`config.mk`:
```
export PLATFORM = sky130hd
export DESIGN_NAME = uart_rx_8n1
export DESIGN_NICKNAME = d
export VERILOG_FILES = /design/src/rtl/uart_rx_8n1.sv
export SDC_FILE = /design/constraint.sdc
export NUM_CORES = 1
export LEC_CHECK = 0
export CAP_MARGIN = 5
export CORE_ASPECT_RATIO = 0.75
export CORE_MARGIN = 1
export CORE_UTILIZATION = 55
export CTS_CLUSTER_SIZE = 14
export DETAILED_ROUTE_END_ITERATION = 12
export GPL_TIMING_DRIVEN = 0
export PLACE_DENSITY_LB_ADDON = 0.25
export SLEW_MARGIN = 20
export SYNTH_ARGS = -nofsm -noshare
export SYNTH_HDL_FRONTEND = slang
export SYNTH_SLANG_ARGS = --single-unit
export TNS_END_PERCENT = 1
```
`constraint.sdc`:
```
create_clock -name hwclk -period 2.6 [get_ports hwclk]
set_input_delay 0.52 -clock hwclk [delete_from_list [all_inputs] [get_ports hwclk]]
set_output_delay 0.52 -clock hwclk [all_outputs]
set_load 0.1 [all_outputs]
```
`src/rtl/uart_rx_8n1.sv`:
```
// 8N1 UART receiver: 2-flop synchroniser, mid-bit sampling, one-cycle valid/error strobes.
// Define UART_RX_PARITY_EN to receive 8E1 frames and report even-parity errors.
module uart_rx_8n1 #(
  parameter int CLKS_PER_BIT = 1250
) (
  input  logic       hwclk,
  input  logic       rst,
  input  logic       rx,
  output logic [7:0] rxbyte,
  output logic       rxvalid,
  output logic       frame_err,
  output logic       parity_err,
  output logic       busy
);
  localparam int CNT_W = $clog2(CLKS_PER_BIT);
  localparam int H     = CLKS_PER_BIT / 2;
  localparam logic [CNT_W-1:0] HALF_END = CNT_W'(H - 1);
  localparam logic [CNT_W-1:0] BIT_END  = CNT_W'(CLKS_PER_BIT - 1);

  typedef enum logic [2:0] {IDLE, START, DATA, PARITY, STOP, BREAK} state_t;

  state_t           r_state;
  logic             r_rx_m, r_rx_s;
  logic [CNT_W-1:0] r_cnt;
  logic [2:0]       r_idx;
  logic [7:0]       r_shift;
  logic [7:0]       r_rxbyte;
  logic             r_rxvalid, r_frame_err;
`ifdef UART_RX_PARITY_EN
  logic             r_par_bad, r_parity_err;
`endif

  assign rxbyte    = r_rxbyte;
  assign rxvalid   = r_rxvalid;
  assign frame_err = r_frame_err;
  assign busy      = (r_state != IDLE);
`ifdef UART_RX_PARITY_EN
  assign parity_err = r_parity_err;
`else
  assign parity_err = 1'b0;
`endif

  always_ff @(posedge hwclk) begin
    if (rst) begin
      r_state     <= IDLE;
      r_rx_m      <= 1'b1;
      r_rx_s      <= 1'b1;
      r_cnt       <= '0;
      r_idx       <= '0;
      r_shift     <= '0;
      r_rxbyte    <= '0;
      r_rxvalid   <= 1'b0;
      r_frame_err <= 1'b0;
`ifdef UART_RX_PARITY_EN
      r_par_bad    <= 1'b0;
      r_parity_err <= 1'b0;
`endif
    end else begin
      r_rx_m      <= rx;
      r_rx_s      <= r_rx_m;
      r_rxvalid   <= 1'b0;
      r_frame_err <= 1'b0;
`ifdef UART_RX_PARITY_EN
      r_parity_err <= 1'b0;
`endif
      case (r_state)
        IDLE: begin
          r_cnt <= '0;
          if (!r_rx_s) r_state <= START;
        end
        START: begin
          if (r_cnt == HALF_END) begin
            r_cnt   <= '0;
            r_idx   <= '0;
            // a start bit that is high again at mid-bit was only a glitch
            r_state <= r_rx_s ? IDLE : DATA;
          end else r_cnt <= r_cnt + 1'b1;
        end
        DATA: begin
          if (r_cnt == BIT_END) begin
            r_cnt          <= '0;
            r_shift[r_idx] <= r_rx_s;
            r_idx          <= r_idx + 3'd1;
`ifdef UART_RX_PARITY_EN
            if (r_idx == 3'd7) r_state <= PARITY;
`else
            if (r_idx == 3'd7) r_state <= STOP;
`endif
          end else r_cnt <= r_cnt + 1'b1;
        end
`ifdef UART_RX_PARITY_EN
        PARITY: begin
          if (r_cnt == BIT_END) begin
            r_cnt     <= '0;
            r_par_bad <= ^{r_shift, r_rx_s};
            r_state   <= STOP;
          end else r_cnt <= r_cnt + 1'b1;
        end
`endif
        STOP: begin
          if (r_cnt == BIT_END) begin
            r_cnt <= '0;
            // leaving at mid stop bit lets a back-to-back start edge be caught
            if (r_rx_s) begin
              r_state <= IDLE;
`ifdef UART_RX_PARITY_EN
              if (r_par_bad) r_parity_err <= 1'b1;
              else begin
                r_rxbyte  <= r_shift;
                r_rxvalid <= 1'b1;
              end
`else
              r_rxbyte  <= r_shift;
              r_rxvalid <= 1'b1;
`endif
            end else begin
              r_frame_err <= 1'b1;
              r_state     <= BREAK;
            end
          end else r_cnt <= r_cnt + 1'b1;
        end
        BREAK: if (r_rx_s) r_state <= IDLE;
        default: r_state <= IDLE;
      endcase
    end
  end
endmodule

```
# Yosys cells after proc, flatten, opt, wreduce, memory -nomap -nowiden

Cells that the tools add are included.

Add/subtract/negate cells: 2
$lt $le $gt $ge: 2
Equal/unequal tests: 13
Multiplexer cells: 20
Bitwise logic cells: 2
Reduce and logical (&&, ||, !) cells: 11

Operators with widths:

| kind                  | count |
|---|---|
| $pmux 11 s3           | 1 |
| $mux 3                | 9 |
| $mux 11               | 2 |
| $pmux 3 s5            | 1 |
| $ne 2x2->1 const B    | 6 |
| $add 11x1->11 const B | 1 |
| $eq 11x10->1 const B  | 1 |
| $eq 11x11->1 const B  | 1 |
| $eq 3x3->1 const B    | 3 |
| $bwmux 8              | 1 |
| $pmux 3 s2            | 1 |
| $reduce_and 3->1      | 2 |
| $reduce_and 6->1      | 1 |
| $reduce_bool 3->1     | 2 |
| $lt 3x4->1 const B    | 1 |
| $add 3x1->3 const B   | 1 |
| $demux 1 s3           | 1 |
| $eq 3x1->1 const B    | 1 |
| $eq 3x2->1 const B    | 1 |
| $ge 3x1->1 const B    | 1 |
| $logic_not 3->1       | 1 |
| $mux 1                | 3 |
| $reduce_or 3->1       | 1 |
| $mux 2                | 1 |
| 5 further kinds       | 6 |

Register bits: 37
Word-level logic and storage cells: 59

# Logic depth before layout (Yosys ltp)

Word-level depth: 5
Gate-level depth with buffers: 8
Mapped depth without buffers: 7

# Worst setup path before layout

Ideal clock, no wire load.

Path type: flip-flop to output port
From: reg r_state[2]
To: out busy
Arrival time: 1.332 ns
Required time: 2.080 ns
Slack: 0.748 ns
Cell stages (with the launch flop): 4
Cells stage by stage: dfxtp_1 -> clkbuf_1 -> nor2_1 -> nand2_1

Longest elaborated chain between the ends: 1

RTL lines:

| element                  | RTL line | source |
|---|---|---|
| start: declaration       | 22       | `state_t r_state;` |
| start signal: assignment | 76       | `r_state <= r_rx_s ? IDLE : DATA;` |
| $reduce_bool 3->1        | 36       | `assign busy = (r_state != IDLE);` |
| end: declaration         | 13       | `output logic busy` |

No other way between the ends.

# Worst setup path in the final report

From: reg r_rxbyte[6] (netlist: rxbyte[6])
To: out rxbyte[6]

RTL lines:

| element                  | RTL line | source |
|---|---|---|
| start: declaration       | 27       | `logic [7:0] r_rxbyte;` |
| start signal: assignment | 113      | `r_rxbyte <= r_shift;` |
| end: declaration         | 9        | `output logic [7:0] rxbyte,` |

No word-level cell between the ends.

==> flow_summary.ini <==
[outcome]
status = finished clean

[sta]
fin_tns_setup_ns = 0
finalCriticalPeriod_ns = 2.28
hold_violations = 0
period_share_pct = 87.7
max_freq_mhz = 438
setup_viol = 0
rsz0062_at_grt = false
worst_pin_slew_ns = 0.975
slew_viol_final = 0
holdWs_ns = 0.418
slew_headroom_pct = 34.8
fin_worst_skew_ns = 0.00619

[yosys]
synth_compound_area_share_pct = 10.9
yosys_warnings = 0
ys_seq_area_share_pct = 39.3
synth_top_family_by_area = simple AND/OR/NAND/NOR gates
synth-edff-count = 0
syn_area_um2 = 1890
synthCells = 209
synth_simple_gate_area_share_pct = 30.5
synth_nets = 217
synth_adder_area_share_pct = 3.32
synthTopCellsByArea = dfxtp_1 39%, mux2i_1 11%, nor2_1 5.6%
yosysTopAreaCellShare_pct = 39.3
synth_top_area_cell = dfxtp_1
netlist-cell-type-count = 47
synth.avg_cell_area_um2 = 9.02
async_reset_ff_share_pct = 0
synthFlopType = dfxtp_1
synth_xor_area_share_pct = 0
ys_seq_elements = 37
synth.area.mux_share_pct = 11.1

[global_routing]
grt_pass1_wl_mm = 6.53
antenna_found_initial = 0
groute.usage.overall_pct = 23.0
overflow = 0
grt_max_degree = 13
grt_pass1_vias = 1388

[finish]
final_cell_mix = 37 x dfxtp_1, 28 x nor2_1, 21 x mux2i_1
final_nets = 237
drive_gt1_share_pct = 12.2
final_common_cell = dfxtp_1
num_antenna_cells = 0
synthToLayoutAreaGrowth_pct = 14.4

[clock_tree]
cts.sinks = 37
cts_tree = yes
ctsRootBufferMaster = clkbuf_8
insertion_delay_ns = 0.29
cts_buffers = 5
clock_path_buffers = 2
cts_max_level = 2
path_clk_slew_ns = 0.07
hold_buffers = 0

[placed_design]
dp_hpwl_mm = 2.73
io_buffers = 13
globalplace.congestion = 0.852

[floorplan]
die_area_um2 = 3670
core_um2 = 3290
start_util_pct = 57.3
ios = 15
fp.dieH_um = 52.7
die_x_um = 69.6
rows = 18

[detailed_routing]
via_count = 1551
firstDrtPassIters = 4
dr_wl_met3_um = 169
routed_wl_mm = 3.86
antenna_left = 0
met2WireLength_mm = 1.55
routedLengthMet1_mm = 2.10
routed.top_layer = met4
drcViolationCount = 0
routedWlPerCell_um = 14.3
vias_per_cell = 5.74
drt_iter0_markers = 116

[hold_path]
hp-class = flop to flop

[pwr]
p_per_area_nw_per_um2 = 577
leakage_nw = 0.851
peakVddDrop_mv = 0.486

[critical_path]
worstPathCellList = clkdlybuf4s50_1
crit_fanout = 2
startpoint_type = flop
crit_type = flop to output pin
cp_slowest_stage_delay_ns = 1.13
crit_path_top_delay_cell = clkdlybuf4s50_1
timing.critical_path.buf_inv = 1
required_ns = 2.08
crit_arrival_ns = 1.76
crit_path_end_kind = output pin
crit_family = buffers and inverters

[run]
drv_cap = 0
layout make-up:
| type | instances | area [µm²] |
|---|---|---|
| buffer | 12 | 62.6 |
| clock buffer | 6 | 82.6 |
| clock inverter | 2 | 13.8 |
| fill | 263 | 1130 |
| inverter | 7 | 26.3 |
| multi-input combinational | 153 | 1060 |
| sequential | 37 | 741 |
| tap | 40 | 50.0 |
| timing repair buffer | 13 | 125 |
kinds of logic (layout without fill, tap and decap cells):
kind of cell,after synthesis,count (layout)
fa+ha+maj,5,5
simple gates,98,98
compound gates,28,28
mux,21,21
buf+inv,19,40
flops,37,37
other cells,1,1
flip-flops by register name, indices dropped and copies added (netlist names):
register and count:
r_rx_s 1, rxvalid 1, rxbyte 8, r_state 3
r_idx 3, r_rx_m 1, r_shift 8, r_cnt 11
frame_err 1
worst paths after layout:
check,from,to,slack [ns],depth (start not counted)
setup / recovery,rxbyte[6],rxbyte[6],0.32,1
hold / removal,r_rx_m,r_rx_s,0.42,1
setup reg to reg,r_cnt[6],r_cnt[5],0.52,7
hold reg to reg,r_rx_m,r_rx_s,0.42,1
routing by layer:
layer	vias up	track usage, %
li1	797	-
met1	717	34.6
met2	32	32.0
met3	5	5.19
met4	0	7.33
met5	-	0
power breakdown:
| group | internal [mW] | switching, mW | total (mW) |
|---|---|---|---|
| Sequential | 0.578 | 0.00893 | 0.587 |
| Clock | 0.215 | 0.202 | 0.417 |
| Combinational | 0.0650 | 0.177 | 0.242 |
| Total | 0.857 | 0.388 | 1.25 |
synth_stat cells (2+ instances only):
library cell,instances
and3_1,2
nand4_1,4
mux2i_1,21
a32oi_1,2
nand3b_1,4
nor2b_1,2
nand3_1,9
nor2_1,28
or3_1,2
buf_4,2
a2111oi_0,2
o21ai_0,3
or2_2,2
inv_1,7
nor3b_1,3
a21oi_1,4
ha_1,5
nor3_1,6
and4bb_2,2
nand4b_1,4
dfxtp_1,37
nand2_1,19
nor4_4,2
clkbuf_1,7
a31oi_1,6
o31ai_1,2
buf_2,2
timing repair:
item | 4_1_cts | 5_1_grt
buffers inserted | 0 | 0
setup endpoints to repair | 1 | 1
gates resized for setup | 1 | 2
cloned | 0 | 0
per-stage QoR:
stage	std cells	cell area, µm²	util, %	setup WS (ns)	power (mW)
finish	270	2160	65.6	0.319	1.25
global route	270	2160	65.6	0.268	1.30
CTS	270	2160	65.7	0.0299	1.25
detailed placement	262	2070	62.8	0.0654	0.841
global placement	262	2070	62.8	0.0726	0.842
floorplan	209	1890	-	0.748	0.784
Note: power is estimated with default switching activity, not from simulation.
==> RTL change: new RTL, same flow settings <==
Reset style: asynchronous (`rst`), changed in one clocked block.
--- a/src/rtl/uart_rx_8n1.sv
+++ b/src/rtl/uart_rx_8n1.sv
@@ -40,7 +40,7 @@
   assign parity_err = 1'b0;
 `endif
 
-  always_ff @(posedge hwclk) begin
+  always_ff @(posedge hwclk or posedge rst) begin
     if (rst) begin
       r_state     <= IDLE;
       r_rx_m      <= 1'b1;
Check against the original RTL: differs if rst is asserted again (counterexample within 4 cycles, from zero or initial values and one cycle with rst high); with rst held inactive, the same outputs for 10 cycles.
==> RTL change against the original RTL <==
Hold slack worse by 0.059 ns. Design area increased by 3.5%. Synthesized area is 2.7% higher. Final cell count down 9.6%. Global-route usage is 0.30 points higher. Synthesized cell count down 12%. Highest routed layer unchanged. Count of clock-buffer cells in the layout rose by 1. Sequential share of layout area increased by 7.3 points. Routed wire length grew 0.23%. Die area rose by 2.6%. Setup slack got worse by 0.21 ns. Clock skew is 0.0038 ns lower. Sequential cell count unchanged.
Power is not compared: it rests on default switching activity, and its combinational part moved more than twofold at a synthesized area within 25%.
==> RTL change: results (changes against the original RTL) <==
| Metric | Value |
|---|---|
| Fraction of layout cells with a size suffix above 1 | `21.57% (was 12.17%)` |
| Run status | `completed (unchanged)` |
| Synth Instances | `183 (was 209)` |
| Synth cell count leaders | `dfrtp_1, mux2_2, nor2_1 (was dfxtp_1, nor2_1, mux2i_1)` |
| Non-CTS buffers | `21 (was 25)` |
| Commonest non-fill, non-tap cell in the layout | `dfrtp_1 (was dfxtp_1)` |
| Post-synth ARST share | `100.0% (was 0%)` |
| Top cells by area, synth | `dfrtp_1, mux2_2, ha_1, dfstp_2, nor2_1 (was dfxtp_1, mux2i_1, nor2_1, nand2_1, ha_1)` |
| Largest cell class | `sequential cells (was multi-input gates)` |
| Post-Layout Cell Count | `244 (was 270)` |
| Worst min-delay path class | `reg -> reg (unchanged)` |
| Synth cell types | `50 (was 47)` |
| Non-clk invs | `9 (was 7)` |
| Largest net degree at the start of global routing | `38 (was 13)` |
| Vias | `1429 (was 1551)` |
| GPL Wtd Cong | `0.8453 (was 0.8515)` |
| Non-clk buf share | `7.960% (was 8.701%)` |
| Met1 wire length | `1924 um (was 2099 um)` |
| Area after DPL | `0.002116 mm2 (was 0.002066 mm2)` |
| Mux contribution to synthesized area | `9.825% (was 11.15%)` |
| Met3 Track Usage GR | `4.952% (was 5.192%)` |
| Num CTS Buffers | `5 (unchanged)` |
| Clock Skews | `0.002430 ns (was 0.006194 ns)` |
| Routed WL per cell | `15.85 um (was 14.29 um)` |
| Register area | `928.4 um2 (was 740.7 um2)` |
| P per Cell Area | `499.3 mW/mm2` |
| Commonest register cell after synthesis | `dfrtp_1 (was dfxtp_1)` |
| GRT Total Usage | `23.29% (was 22.99%)` |
| Syn_nets | `191 (was 217)` |
| Proportion of cell area occupied by multi-input gates | `41.48% (was 48.96%)` |
| Fillers | `258 (was 263)` |
| Starting DRT DRC Count | `98 (was 116)` |
| Crit-path max FO | `6 (was 2)` |
| Detail Route met2 WL | `1686 um (was 1554 um)` |
| Synth Area in XOR/XNOR | `0.9050% (was 0%)` |
| Post-DP HPWL | `2842 um (was 2731 um)` |
| Compound-cell area share of the yosys netlist | `12.28% (was 10.88%)` |
| Met3 wire len | `200 um (was 169 um)` |
| Slew @ Worst Pin | `0.9872 ns (was 0.9749 ns)` |
| Met1 Resource Use GR | `32.66% (was 34.55%)` |
| Comb_multi_in | `129 (was 153)` |
| Global Route met2 Usage | `34.47% (was 32.04%)` |
| Synth Area in Adders | `3.749% (was 3.318%)` |
| Sequential fraction of the synthesis area | `47.96% (was 39.28%)` |
| Nets | `211 (was 237)` |
| Post-place setup slack | `0.4101 ns (was 0.06545 ns)` |
| First-pass detailed-route iteration total | `4 (unchanged)` |
| First-pass GRT wire length | `6444 um (was 6527 um)` |
| Clk tree area frac | `5.213% (was 4.466%)` |
[RTL change: path summary, 6_finish.rpt]
check                           slack (ns)    endpoint  depth (start not counted)  startpoint
worst max-delay path                  0.11        busy                          3  r_state[2]
worst max register to register        0.40  r_shift[4]                          7    r_cnt[1]
max in group asynchronous             1.41  r_shift[7]                          2         rst
worst min-delay path                  0.36      r_rx_s                          0      r_rx_m
worst min register to register        0.36      r_rx_s                          0      r_rx_m
min in group asynchronous             0.70    r_cnt[0]                          2         rst
[RTL change: power breakdown]
group	internal, mW	switching (mW)
logic	0.00454	0.0202
registers	0.578	0.00143
clock network	0.313	0.197
total	0.895	0.219
[RTL change: critical path, cell delays in order (launching register included)]
cell	delay [ns]
dfrtp_1	0.42
nor2_1	0.08
nand2_1	0.06
clkdlybuf4s50_1	1.12
